**config.mk**
```make
export PLATFORM = sky130hd
export DESIGN_NAME = idli_sqi_tx_m
export DESIGN_NICKNAME = d
export VERILOG_FILES = /design/src/rtl/idli_pkg.sv /design/src/rtl/idli_sqi_shreg_m.sv /design/src/rtl/idli_sqi_tx_m.sv
export SDC_FILE = /design/constraint.sdc
export NUM_CORES = 1
export LEC_CHECK = 0
export ABC_CLOCK_PERIOD_IN_PS = 3000
export CORE_UTILIZATION = 53
export DETAILED_ROUTE_END_ITERATION = 16
export GPL_TIMING_DRIVEN = 0
export PLACE_DENSITY = 0.88
export SYNTH_ARGS = -nofsm -noshare
export SYNTH_HDL_FRONTEND = slang
export SYNTH_SLANG_ARGS = --single-unit
```
**constraint.sdc**
```tcl
create_clock -name i_sq_gck -period 3 [get_ports i_sq_gck]
set_input_delay 0.6 -clock i_sq_gck [delete_from_list [all_inputs] [get_ports i_sq_gck]]
set_output_delay 0.6 -clock i_sq_gck [all_outputs]
set_load 0.005 [all_outputs]
```
**src/rtl/idli_pkg.sv**
```systemverilog
// Shared types and constants for the idli core's SQI memory interface.
package idli_pkg;

  typedef logic [1:0]  ctr_t;
  typedef logic [15:0] data_t;

  typedef enum logic [2:0] {
    StIdle,
    StCmd,
    StAddr,
    StDummy,
    StData,
    StEnd
  } sqi_state_t;

  localparam int unsigned SQI_ADDR_NIBS = 6;
  localparam int unsigned SQI_CMD_NIBS  = 2;

  // Nibble idx (0 = MSB) of the 24b byte address built from a 16b word address.
  function automatic logic [3:0] addr_nib(input logic [15:0] addr, input logic [2:0] idx);
    logic [23:0] byte_addr;
    byte_addr = {7'b0, addr, 1'b0};
    case (idx)
      3'd0:    addr_nib = byte_addr[23:20];
      3'd1:    addr_nib = byte_addr[19:16];
      3'd2:    addr_nib = byte_addr[15:12];
      3'd3:    addr_nib = byte_addr[11:8];
      3'd4:    addr_nib = byte_addr[7:4];
      default: addr_nib = byte_addr[3:0];
    endcase
  endfunction

endpackage

```
**src/rtl/idli_sqi_shreg_m.sv**
```systemverilog
// 16b nibble shift register shared by the SQI TX and RX data paths.
module idli_sqi_shreg_m
  import idli_pkg::*;
(
  input  logic       clk_i,
  input  logic       rst_i,
  input  logic       load_i,
  input  data_t      data_i,
  input  logic       shift_i,
  input  logic [3:0] nib_i,
  output data_t      word_o
);

  data_t word_q;

  // Shift right: TX emits word_q[3:0] first, RX fills from the top nibble.
  always_ff @(posedge clk_i) begin
    if (rst_i) begin
      word_q <= '0;
    end else if (load_i) begin
      word_q <= data_i;
    end else if (shift_i) begin
      word_q <= {nib_i, word_q[15:4]};
    end
  end

  assign word_o = word_q;

endmodule

```
**src/rtl/idli_sqi_tx_m.sv**
```systemverilog
// SQI memory-side master: command/address/data serialiser and read deserialiser.
// Optional: IDLI_SQI_TX_REDIRECT_EN accepts a new request at a DATA word boundary.
module idli_sqi_tx_m
  import idli_pkg::*;
#(
  parameter logic [7:0]  CMD_RD       = 8'h03,
  parameter logic [7:0]  CMD_WR       = 8'h02,
  parameter int unsigned DUMMY_CYCLES = 2
) (
  input  logic        i_sq_gck,
  input  logic        i_sq_rst,
  input  logic        i_sq_req,
  input  logic        i_sq_wr,
  input  logic [15:0] i_sq_addr,
  input  logic        i_sq_stop,
  input  logic [15:0] i_sq_wr_data,
  output logic        o_sq_wr_rdy,
  output logic [15:0] o_sq_rd_data,
  output logic        o_sq_rd_vld,
  output logic [1:0]  o_sq_ctr,
  output logic        o_sq_busy,
  output logic        o_sqi_cs_n,
  output logic [3:0]  o_sqi_sio,
  output logic        o_sqi_oe,
  input  logic [3:0]  i_sqi_sio
);

  localparam logic [2:0] CmdLast   = 3'(SQI_CMD_NIBS - 1);
  localparam logic [2:0] AddrLast  = 3'(SQI_ADDR_NIBS - 1);
  localparam logic [2:0] DummyLast = 3'(DUMMY_CYCLES - 1);

  sqi_state_t  state_q, state_d;
  logic [2:0]  cnt_q, cnt_d;
  logic        wr_q, wr_d;
  logic [15:0] addr_q, addr_d;
  logic        redir_q, redir_d;
  logic        rd_vld_q, rd_vld_d;
  data_t       rd_data_q, rd_data_d;

  logic        sh_load, sh_shift;
  data_t       sh_word;
  logic [7:0]  cmd;

  assign cmd = wr_q ? CMD_WR : CMD_RD;

  idli_sqi_shreg_m u_shreg (
    .clk_i   (i_sq_gck),
    .rst_i   (i_sq_rst),
    .load_i  (sh_load),
    .data_i  (i_sq_wr_data),
    .shift_i (sh_shift),
    .nib_i   (i_sqi_sio),
    .word_o  (sh_word)
  );

  always_comb begin
    state_d     = state_q;
    cnt_d       = cnt_q + 3'd1;
    wr_d        = wr_q;
    addr_d      = addr_q;
    redir_d     = redir_q;
    rd_vld_d    = 1'b0;
    rd_data_d   = rd_data_q;
    sh_load     = 1'b0;
    sh_shift    = 1'b0;
    o_sq_wr_rdy = 1'b0;
    o_sq_ctr    = '0;
    o_sq_busy   = 1'b1;
    o_sqi_cs_n  = 1'b0;
    o_sqi_oe    = 1'b0;
    o_sqi_sio   = '0;

    unique case (state_q)
      StIdle: begin
        o_sqi_cs_n = 1'b1;
        o_sq_busy  = 1'b0;
        cnt_d      = '0;
        if (i_sq_req) begin
          state_d = StCmd;
          wr_d    = i_sq_wr;
          addr_d  = i_sq_addr;
        end
      end
      StCmd: begin
        o_sqi_oe  = 1'b1;
        o_sqi_sio = cnt_q[0] ? cmd[3:0] : cmd[7:4];
        if (cnt_q == CmdLast) begin
          state_d = StAddr;
          cnt_d   = '0;
        end
      end
      StAddr: begin
        o_sqi_oe  = 1'b1;
        o_sqi_sio = addr_nib(addr_q, cnt_q);
        if (cnt_q == AddrLast) begin
          cnt_d = '0;
          if (!wr_q) begin
            state_d = StDummy;
          end else begin
            o_sq_wr_rdy = 1'b1;
            if (i_sq_stop) begin
              state_d = StEnd;
            end else begin
              state_d = StData;
              sh_load = 1'b1;
            end
          end
        end
      end
      StDummy: begin
        if (cnt_q == DummyLast) begin
          state_d = StData;
          cnt_d   = '0;
        end
      end
      StData: begin
        o_sq_ctr = cnt_q[1:0];
        cnt_d    = {1'b0, cnt_q[1:0] + 2'd1};
        sh_shift = 1'b1;
        if (wr_q) begin
          o_sqi_oe  = 1'b1;
          o_sqi_sio = sh_word[3:0];
        end
        if (cnt_q[1:0] == 2'd3) begin
          if (wr_q) begin
            o_sq_wr_rdy = 1'b1;
            if (i_sq_stop) begin
              state_d = StEnd;
            end else begin
              sh_load = 1'b1;
            end
          end else begin
            // The nibble on the bus now completes the word.
            rd_vld_d  = 1'b1;
            rd_data_d = {i_sqi_sio, sh_word[15:4]};
            if (i_sq_stop) begin
              state_d = StEnd;
            end
          end
`ifdef IDLI_SQI_TX_REDIRECT_EN
          if (i_sq_req) begin
            state_d = StEnd;
            sh_load = 1'b0;
            redir_d = 1'b1;
            addr_d  = i_sq_addr;
            wr_d    = i_sq_wr;
          end
`else
          redir_d = 1'b0;
`endif
        end
      end
      StEnd: begin
        o_sqi_cs_n = 1'b1;
        cnt_d      = '0;
        redir_d    = 1'b0;
        state_d    = redir_q ? StCmd : StIdle;
      end
      default: begin
        state_d = StIdle;
      end
    endcase
  end

  always_ff @(posedge i_sq_gck) begin
    if (i_sq_rst) begin
      state_q   <= StIdle;
      cnt_q     <= '0;
      wr_q      <= 1'b0;
      addr_q    <= '0;
      redir_q   <= 1'b0;
      rd_vld_q  <= 1'b0;
      rd_data_q <= '0;
    end else begin
      state_q   <= state_d;
      cnt_q     <= cnt_d;
      wr_q      <= wr_d;
      addr_q    <= addr_d;
      redir_q   <= redir_d;
      rd_vld_q  <= rd_vld_d;
      rd_data_q <= rd_data_d;
    end
  end

  assign o_sq_rd_vld  = rd_vld_q;
  assign o_sq_rd_data = rd_data_q;

endmodule

```
Word-level counts from Yosys, hierarchy flattened
Cells that the tools add are included.
Storage, ports and cells
  register bits: 57
  output and inout port bits: 27
Operators by class
  $add $sub $neg: 2
  equality and inequality tests: 17
  muxes and demuxes: 37
  bitwise logic cells: 3
  reduce and logical (&&, ||, !) cells: 12
Operators by type and width (number)
  two-way mux 16 bit: 2
  two-way mux 3 bit: 9
  case mux 4 bit (5 select lines): 1
  case mux 3 bit (6 select lines): 1
  two-way mux 1 bit: 15
  equality test 3 x 2 -> 1 bit (second input constant): 4
  equality test 3 bit (second input constant): 4
  inequality test 2 bit (second input constant): 6
  case mux 3 bit (4 select lines): 1
  case mux 4 bit (3 select lines): 1
  case mux 1 bit (2 select lines): 4
  equality test 3 x 1 -> 1 bit (second input constant): 2
  zero test 3 bit: 2
  AND reduction 6 bit: 1
  OR reduction 2 bit: 3
  two-way mux 2 bit: 2
  two-way mux 4 bit: 1
  AND reduction 2 bit: 2
  nonzero test 2 bit: 2
  adder 3 x 1 -> 3 bit (second input constant): 1
  NOT 1 bit: 3
  AND reduction 3 bit: 1
  OR reduction 3 bit: 1
  adder 2 x 1 -> 2 bit (second input constant): 1
  equality test 2 bit (second input constant): 1

Depth between registers and ports, before layout
Gate-level depths: netlist of run 1.
  word-level depth: 5
  depth in mapped cells: 7

Hierarchy
A second synthesis of run 1 with hierarchy kept.
Second synthesis, totals
  cells, all modules: 326
  area, all modules: 2782.7 um^2
By module, submodules not included
  idli_sqi_tx_m: instances 1, cells an instance 255, area an instance 1976.9 um^2, seq. area each 800.8 um^2
  idli_sqi_shreg_m: instances 1, cells an instance 71, area an instance 805.8 um^2, seq. area each 320.3 um^2

Least setup slack after synthesis of run 1
OpenSTA, ideal clock, no wires.
  path kind: register to output
  start: register cnt_q[1]
  end: output port o_sqi_sio[2]
  arrival: 1.376 ns
  setup slack: 1.024 ns
  stages on the path, launching flop included: 7
  path buffers: 0
  cell sequence: dfxtp_1 > inv_1 > ha_1 > nor3_1 > o21bai_1 > and3_1 > o31ai_1
On the way
  word-level cells in the longest chain between the ends: 3
  elaborated cells between the ends (all ways): 7
RTL lines
  start: declaration: line idli_sqi_tx_m.sv:33  | logic [2:0] cnt_q, cnt_d;
  start signal: assignment: line idli_sqi_tx_m.sv:176  | cnt_q <= cnt_d;
  equality test 3 bit (tied with other cells): line idli_pkg.sv:23  | case (idx)
  case mux 4 bit (5 select lines) (*): line idli_pkg.sv:23
  case mux 4 bit (3 select lines) (*): line idli_sqi_tx_m.sv:73  | unique case (state_q)
  end: declaration: line idli_sqi_tx_m.sv:23  | output logic [3:0] o_sqi_sio,
Every way passes the cells marked *; elsewhere a longest branch is shown, timed or not.

Final worst setup path of run 1
  start: register state_q[0]
  end: output port o_sqi_sio[0]
On the way
  word-level cells in the longest chain between the ends: 2
  elaborated cells between the ends (all ways): 4
RTL lines
  start: declaration: line idli_sqi_tx_m.sv:32  | sqi_state_t state_q, state_d;
  start signal: assignment: line idli_sqi_tx_m.sv:167  | state_q <= StIdle;
  start signal: assignment: line idli_sqi_tx_m.sv:175  | state_q <= state_d;
  equality test 3 bit (tied with other cells): line idli_sqi_tx_m.sv:73
  case mux 4 bit (3 select lines) (*): line idli_sqi_tx_m.sv:73
Marked as above.

==> key figures, run 1 <==
STA
  – Hold Worst Slack: 0.4633 ns
  – RSZ-0062 raised after global routing: no
  – Setup clock skew after layout: 0.002251 ns
  – Final hold violation count: 0
  – Final Setup Violations: 0
  – Tcrit/Tclk final: 0.9589
  – FMAX: 347.6 MHz
  – Post-layout minimum cycle time: 2.877 ns
  – Slew margin rel.: 0.5206
  – Total negative slack: 0 ns
  – Pins Over Slew Limit: 0
  – Worst Tran Pin Value: 0.7190 ns

Route
  – Total routed wirelength: 6351 µm
  – DRC: 0
  – Final ANT Viol Nets: 0
  – Routed length per instance: 14.30 µm
  – Avg Vias per Cell: 5.441
  – TritonRoute pass-1 iters: 4
  – DRT iter0 DRCs: 282
  – Vias: 2416

Die
  – Core footprint: 0.004817 mm²
  – Row cnt: 25
  – Die Y: 73.39 µm
  – Die width: 73.39 µm
  – Initial core utilization: 0.5608
  – Die area: 0.005386 mm²
  – I/O pins: 68

Critical path
  – R2r endpoint: u_shreg.word_o[12]
  – Worst reg-to-reg path cell count: 7
  – Slowest-stage cell, CP: clkdlybuf4s50_1
  – CP Max Fanout: 10
  – Worst EP required: 2.40 ns
  – Setup CP Type: flop to output pin
  – CP Capture Type: output pin
  – CP cell instances: buf_2, inv_1, nor2_1, a32oi_1, o22ai_1, clkdlybuf4s50_1
  – FF-to-FF Start: cnt_q[1]
  – Worst reg2reg setup slack: 1.23 ns
  – Critical Path Max Stage Delay: 0.53 ns
  – WP data arrival: 2.28 ns
  – Startpoint Class: flop

Hold path
  – Worst hold stages: 2
  – Hold Crit Class: flop to flop
  – Hold_sp: addr_q[6]
  – Hold worst-path end: addr_q[6]

Final layout
  – Final Util: 0.7421
  – Final instance area: 0.003575 mm²
  – Nets@finish: 422
  – Area delta synth->final: 32.33%
  – Layout cells sized above 1: 0.1141
  – Antenna cell count: 0

Placement
  – Gp weighted congestion: 0.8765
  – DP HPWL: 4663 µm
  – PortBufs: 67
  – Placed Area: 0.003456 mm²

Synth
  – Synth area leaders: dfxtp_1, mux2i_1, a211oi_2
  – Post-synth ARST share: 0
  – Synth warn: 0
  – Cell taking the most area after synthesis: dfxtp_1
  – Post-synth EDFFs: 0
  – Flops & latches, synth: 56
  – Ys flop type: dfxtp_1
  – Synthesized Nets: 348
  – Mapped cell area: 0.002701 mm²
  – Post-synthesis sequential area ratio: 0.4150
  – Synth Area per Inst: 8.945 µm²
  – Mapped Cells: 302
  – Distinct cells, synth: 39
  – Area share of the largest cell type after synthesis: 0.4150

CTS
  – CTS tree: built
  – CTS max path bufs: 2
  – Skew-Pair Late Insertion Delay: 0.32 ns
  – CTS Buf Count: 5
  – Worst-path clk slew: 0.10 ns
  – Sink Count: 56
  – Depth of the CTS H-tree: 2
  – Setup bufs post-CTS: 0
  – CTS Root Cell: clkbuf_8

Power
  – LEAKAGE: 0.001262 µW
  – Pwr Total: 1999 µW
  – Pwr Density: 559.2 mW/mm²
  – Max IR drop VDD: 0.3498 mV

GRT
  – First-pass GRT wire length: 10490 µm
  – Vias in the first global route: 2281
  – GRT Util Overall: 0.2534
  – Initial antenna violation count: 0
  – Total gr overflow: 0
  – Largest net degree at the start of global routing: 17

Flow run
  – MaxCap Viol Count: 0

Status
  – Status: complete, no violations
flip-flops by register name (all words and copies together), names as in the netlist:
signal / count
u_shreg.word_o: 16
addr_q: 16
o_sq_rd_data: 16
o_sq_rd_vld: 1
cnt_q: 3
wr_q: 1
state_q: 3
power breakdown:
group          leakage [µW]  internal (µW)  total, µW  switching (µW)
sequential         0.000455            811        863            52.4
clock             0.0000445            188        436             248
combinational      0.000763            312        699             387
total               0.00126           1310       2000             688
critical path: cells and delay by family (launching register included):
family          cells  cell delay (ns)
simple gates        1             0.26
flops               1             0.43
buf+inv             3             0.90
compound gates      2             0.36
placed cells by master, fill, tap and decap left out, types with 2 or more instances in the layout:
master | Yosys | routed
buf_2 | 4 | 3
nor2_1 | 40 | 40
a211oi_1 | 2 | 2
nor3_1 | 10 | 9
dlymetal6s2s_1 | 0 | 2
dfxtp_1 | 56 | 55
o21ai_0 | 6 | 6
buf_6 | 5 | 5
buf_4 | 4 | 4
nand2_1 | 43 | 43
clkdlybuf4s50_1 | 0 | 65
o22ai_1 | 2 | 2
a211oi_2 | 15 | 15
ha_1 | 5 | 3
nand3_1 | 3 | 3
and3_1 | 3 | 3
nor2b_1 | 3 | 2
ha_2 | 0 | 2
a21oi_1 | 26 | 26
clkbuf_1 | 9 | 10
a32oi_1 | 3 | 3
clkbuf_8 | 0 | 6
o31ai_1 | 3 | 3
nand2b_1 | 2 | 2
mux2i_1 | 33 | 33
inv_1 | 8 | 8
area by class of cell:
type / count / area (µm²)
Multi-Input combinational cell: 216 / 1426
Fill cell: 380 / 1242
Sequential cell: 56 / 1122
Timing Repair Buffer: 67 / 675.6
Buffer: 22 / 142.6
Clock buffer: 7 / 86.33
Tap cell: 67 / 83.83
Inverter: 8 / 30.03
Clock inverter: 1 / 7.507
cells by family after synthesis:
| group | after synthesis | share of synthesized area |
|---|---|---|
| and+or+nand+nor | 112 | 0.1857 |
| muxes | 33 | 0.1223 |
| adders and majority gates | 5 | 0.02316 |
| xor gates and xnor gates | 1 | 0.003243 |
| DFF | 56 | 0.4150 |
| AOI/OAI and AO/OA | 65 | 0.1876 |
| buffers and inverters | 30 | 0.06299 |
timing repair:
action                                  4_1_cts  5_1_grt
hold buffers                                  0        0
gates resized for setup                       2        7
gates cloned                                  0        0
endpoints found under the hold margin         0        0
pin swaps                                     0        0
endpoints found under the setup margin        2        4
routing by layer:
metal / up-vias / part of all wire / wire length (µm) / GRT usage
met5: - / 0 / 0 / 0
li1: 1196 / - / - / -
met2: 65 / 0.49 / 3081 / 0.3981
met3: 9 / 0.043 / 274 / 0.05761
met1: 1146 / 0.46 / 2901 / 0.3442
met4: 0 / 0.015 / 93 / 0.08547
metrics by stage:
stage	cells	worst slack, ns
2_1_floorplan	302	1.024
3_3_place_gp	436	0.3566
3_5_place_dp	436	0.3222
4_1_cts	444	0.03235
5_1_grt	444	0.01682
6_report	444	0.1234
synth_stat cells, types with 2 or more instances:
library cell  instances
dfxtp_1              56
nand2_1              43
nor2_1               40
mux2i_1              33
a21oi_1              26
a211oi_2             15
nor3_1               10
clkbuf_1              9
inv_1                 8
o21ai_0               6
buf_6                 5
ha_1                  5
buf_2                 4
buf_4                 4
a32oi_1               3
and3_1                3
nand3_1               3
nor2b_1               3
o31ai_1               3
a211oi_1              2
nand2b_1              2
o22ai_1               2
worst max-delay path by stage:
stage               slack (ns)        from      endpoint  depth (start not counted)
global route              0.02  state_q[0]  o_sqi_sio[0]                          6
global placement          0.36    cnt_q[0]  o_sqi_sio[3]                          7
CTS                       0.03    cnt_q[0]  o_sqi_sio[2]                          7
finish                    0.12  state_q[0]  o_sqi_sio[0]                          6
detailed placement        0.32    cnt_q[1]  o_sqi_sio[3]                          7
floorplan                 1.02    cnt_q[1]  o_sqi_sio[2]                          6
Note: power is estimated with default switching activity, not from simulation.
==> run 2, diff against run 1 <==
--- a/config.mk
+++ b/config.mk
@@ -6,6 +6,7 @@
 export NUM_CORES = 1
 export LEC_CHECK = 0
 export ABC_CLOCK_PERIOD_IN_PS = 3000
+export CORE_ASPECT_RATIO = 0.7
 export CORE_UTILIZATION = 53
 export DETAILED_ROUTE_END_ITERATION = 16
 export GPL_TIMING_DRIVEN = 0
==> run 2 against run 1 <==
Net effect: sequential power is essentially flat; clock power rose by 21%; die area about the same; cell area grew 0.84%; sequential share of layout area down 0.26 points; flip-flop and latch count did not move; critical path depth rose by 1; final cell count increased by 0.45%; largest power group unchanged.
==> key figures, run 2 (synthesized netlist as in run 1, its figures left out) <==
Flow run
  – MaxCap Viol Count: 0

STA
  – Worst Tran Pin Value: 0.7440 ns
  – Total negative slack: 0 ns
  – Post-layout minimum cycle time: 2.885 ns
  – Slew margin rel.: 0.5040
  – Tcrit/Tclk final: 0.9616
  – Setup clock skew after layout: 0.01031 ns
  – FMAX: 346.6 MHz
  – Pins Over Slew Limit: 0
  – Final hold violation count: 0
  – Final Setup Violations: 0

Route
  – Final ANT Viol Nets: 0
  – DRC: 0
  – Vias: 2442
  – Routed length per instance: 14.92 µm
  – Avg Vias per Cell: 5.475
  – TritonRoute pass-1 iters: 4
  – DRT iter0 DRCs: 178
  – Total routed wirelength: 6654 µm

Power
  – Combinational share of power: 0.336
  – Pwr Total: 2097 µW
  – Pint: 1399 µW
  – Pwr Density: 581.7 mW/mm²
  – LEAKAGE: 0.001242 µW
  – Clk pwr share: 0.252
  – Sw frac: 0.3330
  – Sw power: 698.2 µW
  – Max IR drop VDD: 0.3588 mV
  – Seq pwr share: 0.412

Final layout
  – Area delta synth->final: 33.44%
  – Most frequent cells in the layout: clkdlybuf4s50_1, dfxtp_1, nand2_1
  – Layout cells sized above 1: 0.1194
  – Commonest non-fill, non-tap cell in the layout: clkdlybuf4s50_1
  – Antenna cell count: 0
  – Nets@finish: 422
  – Final instance area: 0.003605 mm²

Placement
  – Placed Area: 0.003458 mm²
  – Gp weighted congestion: 0.8800
  – PortBufs: 67
  – DP HPWL: 4926 µm

GRT
  – First-pass GRT wire length: 10540 µm
  – Initial antenna violation count: 0
  – Vias in the first global route: 2201
  – Total gr overflow: 0
  – GRT Util Overall: 0.2554
  – Largest net degree at the start of global routing: 18

CTS
  – Sink Count: 56
  – CTS tree: built
  – Skew-Pair Late Insertion Delay: 0.31 ns
  – Depth of the CTS H-tree: 2
  – CTS max path bufs: 2
  – CTS Root Cell: clkbuf_8
  – CTS Buf Count: 5
  – Worst-path clk slew: 0.10 ns

Critical path
  – Setup CP Type: flop to output pin
  – CP cell instances: inv_1, ha_2, nor3_2, o21bai_2, and3_1, o31ai_1, clkdlybuf4s50_1
  – Startpoint Class: flop
  – Worst EP required: 2.40 ns
  – Slowest-stage cell, CP: clkdlybuf4s50_1
  – CP Capture Type: output pin
  – WP data arrival: 2.28 ns
  – Critical Path Max Stage Delay: 0.54 ns
  – CP Max Fanout: 7

Die
  – Die area: 0.005391 mm²
  – Initial core utilization: 0.5587
  – Core footprint: 0.004835 mm²
  – Die width: 87.33 µm
  – Row cnt: 21
  – Die Y: 61.73 µm
  – I/O pins: 68

Status
  – Status: complete, no violations

Hold path
  – Hold Crit Class: flop to flop
run 2: stage by stage:
step	setup slack [ns]	cells	util	hold WS, ns
after floorplan	1.024	302	-	0.4319
after global routing	-0.01467	446	0.7456	0.4846
final	0.1151	446	0.7456	0.4603
after global placement	0.3894	438	0.7153	0.4441
after detailed placement	0.3383	438	0.7153	0.4471
after CTS	0.04312	446	0.7412	0.4603
run 2: final cells by class:
type	instances	area (µm²)
multi-input cells	216	1434
clock buffers	6	82.58
well taps	69	86.33
repair buffers	67	670.6
fillers	364	1230
inverters	8	30.03
plain buffers	22	140.1
clock inverters	2	38.79
flip-flops and latches	56	1122
run 2: timing repair:
item | in CTS | in global routing
hold buffers | 0 | 0
resized for setup | 2 | 6
gates cloned | 0 | 0
pin swaps | 0 | 0
setup buffers | 0 | 0
endpoints found under the setup margin | 1 | 2
run 2: path summary, 6_finish.rpt:
path	startpoint	end	slack [ns]	cells past startpoint
min reg2reg	addr_q[4]	addr_q[4]	0.46	2
max reg2reg	cnt_q[1]	u_shreg.word_o[12]	1.20	7
min	addr_q[4]	addr_q[4]	0.46	2
max	cnt_q[1]	o_sqi_sio[2]	0.12	7
run 2: power by group through the flow:
stage / combinational, µW / sequential (µW) / clock [µW]
after floorplan: 450 / 861 / 0
after global placement: 669 / 874 / 0
after detailed placement: 678 / 879 / 0
after CTS: 684 / 863 / 524
after global routing: 778 / 874 / 554
final: 705 / 865 / 528
run 2: layer usage:
| metal | global-route usage | vias up | wire, µm |
|---|---|---|---|
| li1 | - | 1201 | - |
| met1 | 0.3599 | 1132 | 3281 |
| met2 | 0.4074 | 100 | 2848 |
| met3 | 0.05812 | 9 | 457 |
| met4 | 0.05386 | 0 | 65 |
| met5 | 0 | - | 0 |
run 2: worst max-delay path, delay by kind of cell (launching register included):
| family | cells | cell delay [ns] |
|---|---|---|
| flops | 1 | 0.38 |
| buf+inv | 2 | 0.63 |
| fa+ha+maj | 1 | 0.24 |
| compound gates | 2 | 0.37 |
| simple gates | 2 | 0.36 |
==> run 3, diff against run 2 <==
--- a/config.mk
+++ b/config.mk
@@ -5,12 +5,13 @@
 export SDC_FILE = /design/constraint.sdc
 export NUM_CORES = 1
 export LEC_CHECK = 0
-export ABC_CLOCK_PERIOD_IN_PS = 3000
+export ABC_CLOCK_PERIOD_IN_PS = 2900
 export CORE_ASPECT_RATIO = 0.7
-export CORE_UTILIZATION = 53
+export CORE_UTILIZATION = 49
+export CTS_CLUSTER_SIZE = 12
 export DETAILED_ROUTE_END_ITERATION = 16
 export GPL_TIMING_DRIVEN = 0
-export PLACE_DENSITY = 0.88
+export PLACE_DENSITY = 0.83
 export SYNTH_ARGS = -nofsm -noshare
 export SYNTH_HDL_FRONTEND = slang
 export SYNTH_SLANG_ARGS = --single-unit
==> constraint.sdc (replaced) <==
create_clock -name i_sq_gck -period 2.9 [get_ports i_sq_gck]
set_input_delay 0.58 -clock i_sq_gck [delete_from_list [all_inputs] [get_ports i_sq_gck]]
set_output_delay 0.58 -clock i_sq_gck [all_outputs]
set_load 0.005 [all_outputs]
==> run 3 against run 2 <==
Net effect: die area increased by 7.9%; non-clock buffer count stayed put; combinational power is 4.3% higher; via count is 0.45% lower; flip-flop and latch count unchanged; clock-buffer cell count is 1 higher; final cell count rose by 0.67%; first-iteration DRC count is 5.6% lower; register-to-register slack got worse by 0.07 ns; critical path type unchanged; largest cell class unchanged; largest power group unchanged.
==> key figures, run 3 (synthesized netlist as in run 1, its figures left out) <==
Status
  – Status: complete, no violations

Route
  – TritonRoute pass-1 iters: 4
  – Avg Vias per Cell: 5.414
  – Vias: 2431
  – Routed length per instance: 15.00 µm
  – Final ANT Viol Nets: 0
  – DRT iter0 DRCs: 168
  – Total routed wirelength: 6737 µm
  – DRC: 0

CTS
  – CTS max path bufs: 2
  – Skew-Pair Late Insertion Delay: 0.31 ns
  – CTS Root Cell: clkbuf_8
  – Setup bufs post-CTS: 0
  – CTS tree: built
  – CTS Buf Count: 5
  – Sink Count: 56
  – Depth of the CTS H-tree: 2
  – Worst-path clk slew: 0.10 ns

GRT
  – Vias in the first global route: 2312
  – GRT Util Overall: 0.2375
  – First-pass GRT wire length: 10810 µm
  – Largest net degree at the start of global routing: 17
  – Total gr overflow: 0
  – Initial antenna violation count: 0

Power
  – Pwr Density: 576.3 mW/mm²
  – LEAKAGE: 0.001259 µW
  – Pwr Total: 2062 µW
  – Max IR drop VDD: 0.2930 mV

STA
  – Final hold violation count: 0
  – FMAX: 353.1 MHz
  – Total negative slack: 0 ns
  – Slew margin rel.: 0.5298
  – Tcrit/Tclk final: 0.9766
  – Setup clock skew after layout: 0.001578 ns
  – Post-layout minimum cycle time: 2.832 ns
  – Final Setup Violations: 0
  – Worst Tran Pin Value: 0.7053 ns
  – Pins Over Slew Limit: 0

Critical path
  – WP data arrival: 2.25 ns
  – Setup CP Type: flop to output pin
  – CP Capture Type: output pin
  – Worst EP required: 2.32 ns
  – CP Max Fanout: 6
  – Startpoint Class: flop

Placement
  – DP HPWL: 4981 µm
  – Gp weighted congestion: 0.8782
  – PortBufs: 67
  – Placed Area: 0.003462 mm²

Final layout
  – Final instance area: 0.003577 mm²
  – Filler cells: 448
  – Commonest non-fill, non-tap cell in the layout: clkdlybuf4s50_1
  – Antenna cell count: 0
  – Nets@finish: 422
  – Most frequent cells in the layout: clkdlybuf4s50_1, dfxtp_1, nand2_1
  – Area delta synth->final: 32.42%
  – Layout cells sized above 1: 0.1167

Hold path
  – Hold Crit Class: flop to flop

Flow run
  – MaxCap Viol Count: 0

Die
  – Die area: 0.005819 mm²
  – Core footprint: 0.005285 mm²
  – Die Y: 64.12 µm
  – Initial core utilization: 0.5111
  – I/O pins: 68
  – Die width: 90.75 µm
  – Row cnt: 22
[run 3: cell count changes in the layout (fill, tap and decap cells not counted), sizes merged]
cell / previous run / this run
bufinv: 1 / 0
clkbuf: 15 / 16
clkdlybuf4s50: 67 / 65
dlymetal6s2s: 0 / 2
[run 3: path summary, 6_finish.rpt]
path	slack, ns	from	cells after the start	to
hold reg to reg	0.47	addr_q[3]	2	addr_q[3]
setup reg to reg	1.13	cnt_q[1]	7	u_shreg.word_o[14]
setup / recovery	0.07	cnt_q[0]	6	o_sqi_sio[1]
hold / removal	0.47	addr_q[3]	2	addr_q[3]
[run 3: area by class of cell]
| class | count | area [µm²] | area share |
|---|---|---|---|
| clock inverters | 1 | 8.758 | 0.002448 |
| inverters | 8 | 30.03 | 0.008395 |
| plain buffers | 22 | 142.6 | 0.03987 |
| well taps | 72 | 90.09 | 0.02518 |
| flip-flops and latches | 56 | 1122 | 0.3137 |
| clock buffers | 7 | 76.32 | 0.02134 |
| multi-input cells | 216 | 1431 | 0.4001 |
| repair buffers | 67 | 675.6 | 0.1889 |
[run 3: timing repair]
action	CTS	global route
gates resized for setup	5	7
hold buffers	0	0
setup endpoints to repair	4	4
[run 3: per-stage QoR]
stage | worst slack, ns | hold WS, ns | utilization | std cells
after global routing | -0.001162 | 0.4872 | 0.6768 | 449
after detailed placement | 0.2584 | 0.4493 | 0.6551 | 441
after global placement | 0.3048 | 0.4446 | 0.6551 | 441
after CTS | 0.0003610 | 0.4625 | 0.6740 | 449
after floorplan | 0.9444 | 0.4319 | - | 302
final | 0.06786 | 0.4650 | 0.6768 | 449
[run 3: critical path, cell delays in order (launching register included)]
cell,delay (ns)
dfxtp_2,0.36
ha_2,0.24
ha_1,0.25
a221o_1,0.37
mux2i_1,0.14
o22ai_1,0.11
clkdlybuf4s50_1,0.47
[run 3: metal layers]
metal  wire [µm]  vias up  global-route usage
met5           0        -                   0
met4          51        0             0.08065
met3         389        4             0.04286
li1            -     1201                   -
met1        3313     1143              0.3210
met2        2983       83              0.3835
[run 3: power breakdown]
part | internal, µW | switching [µW] | leakage (µW)
clock | 174 | 259 | 0.0000424
combinational | 327 | 408 | 0.000763
sequential | 839 | 54.7 | 0.000455
total | 1340 | 722 | 0.00126
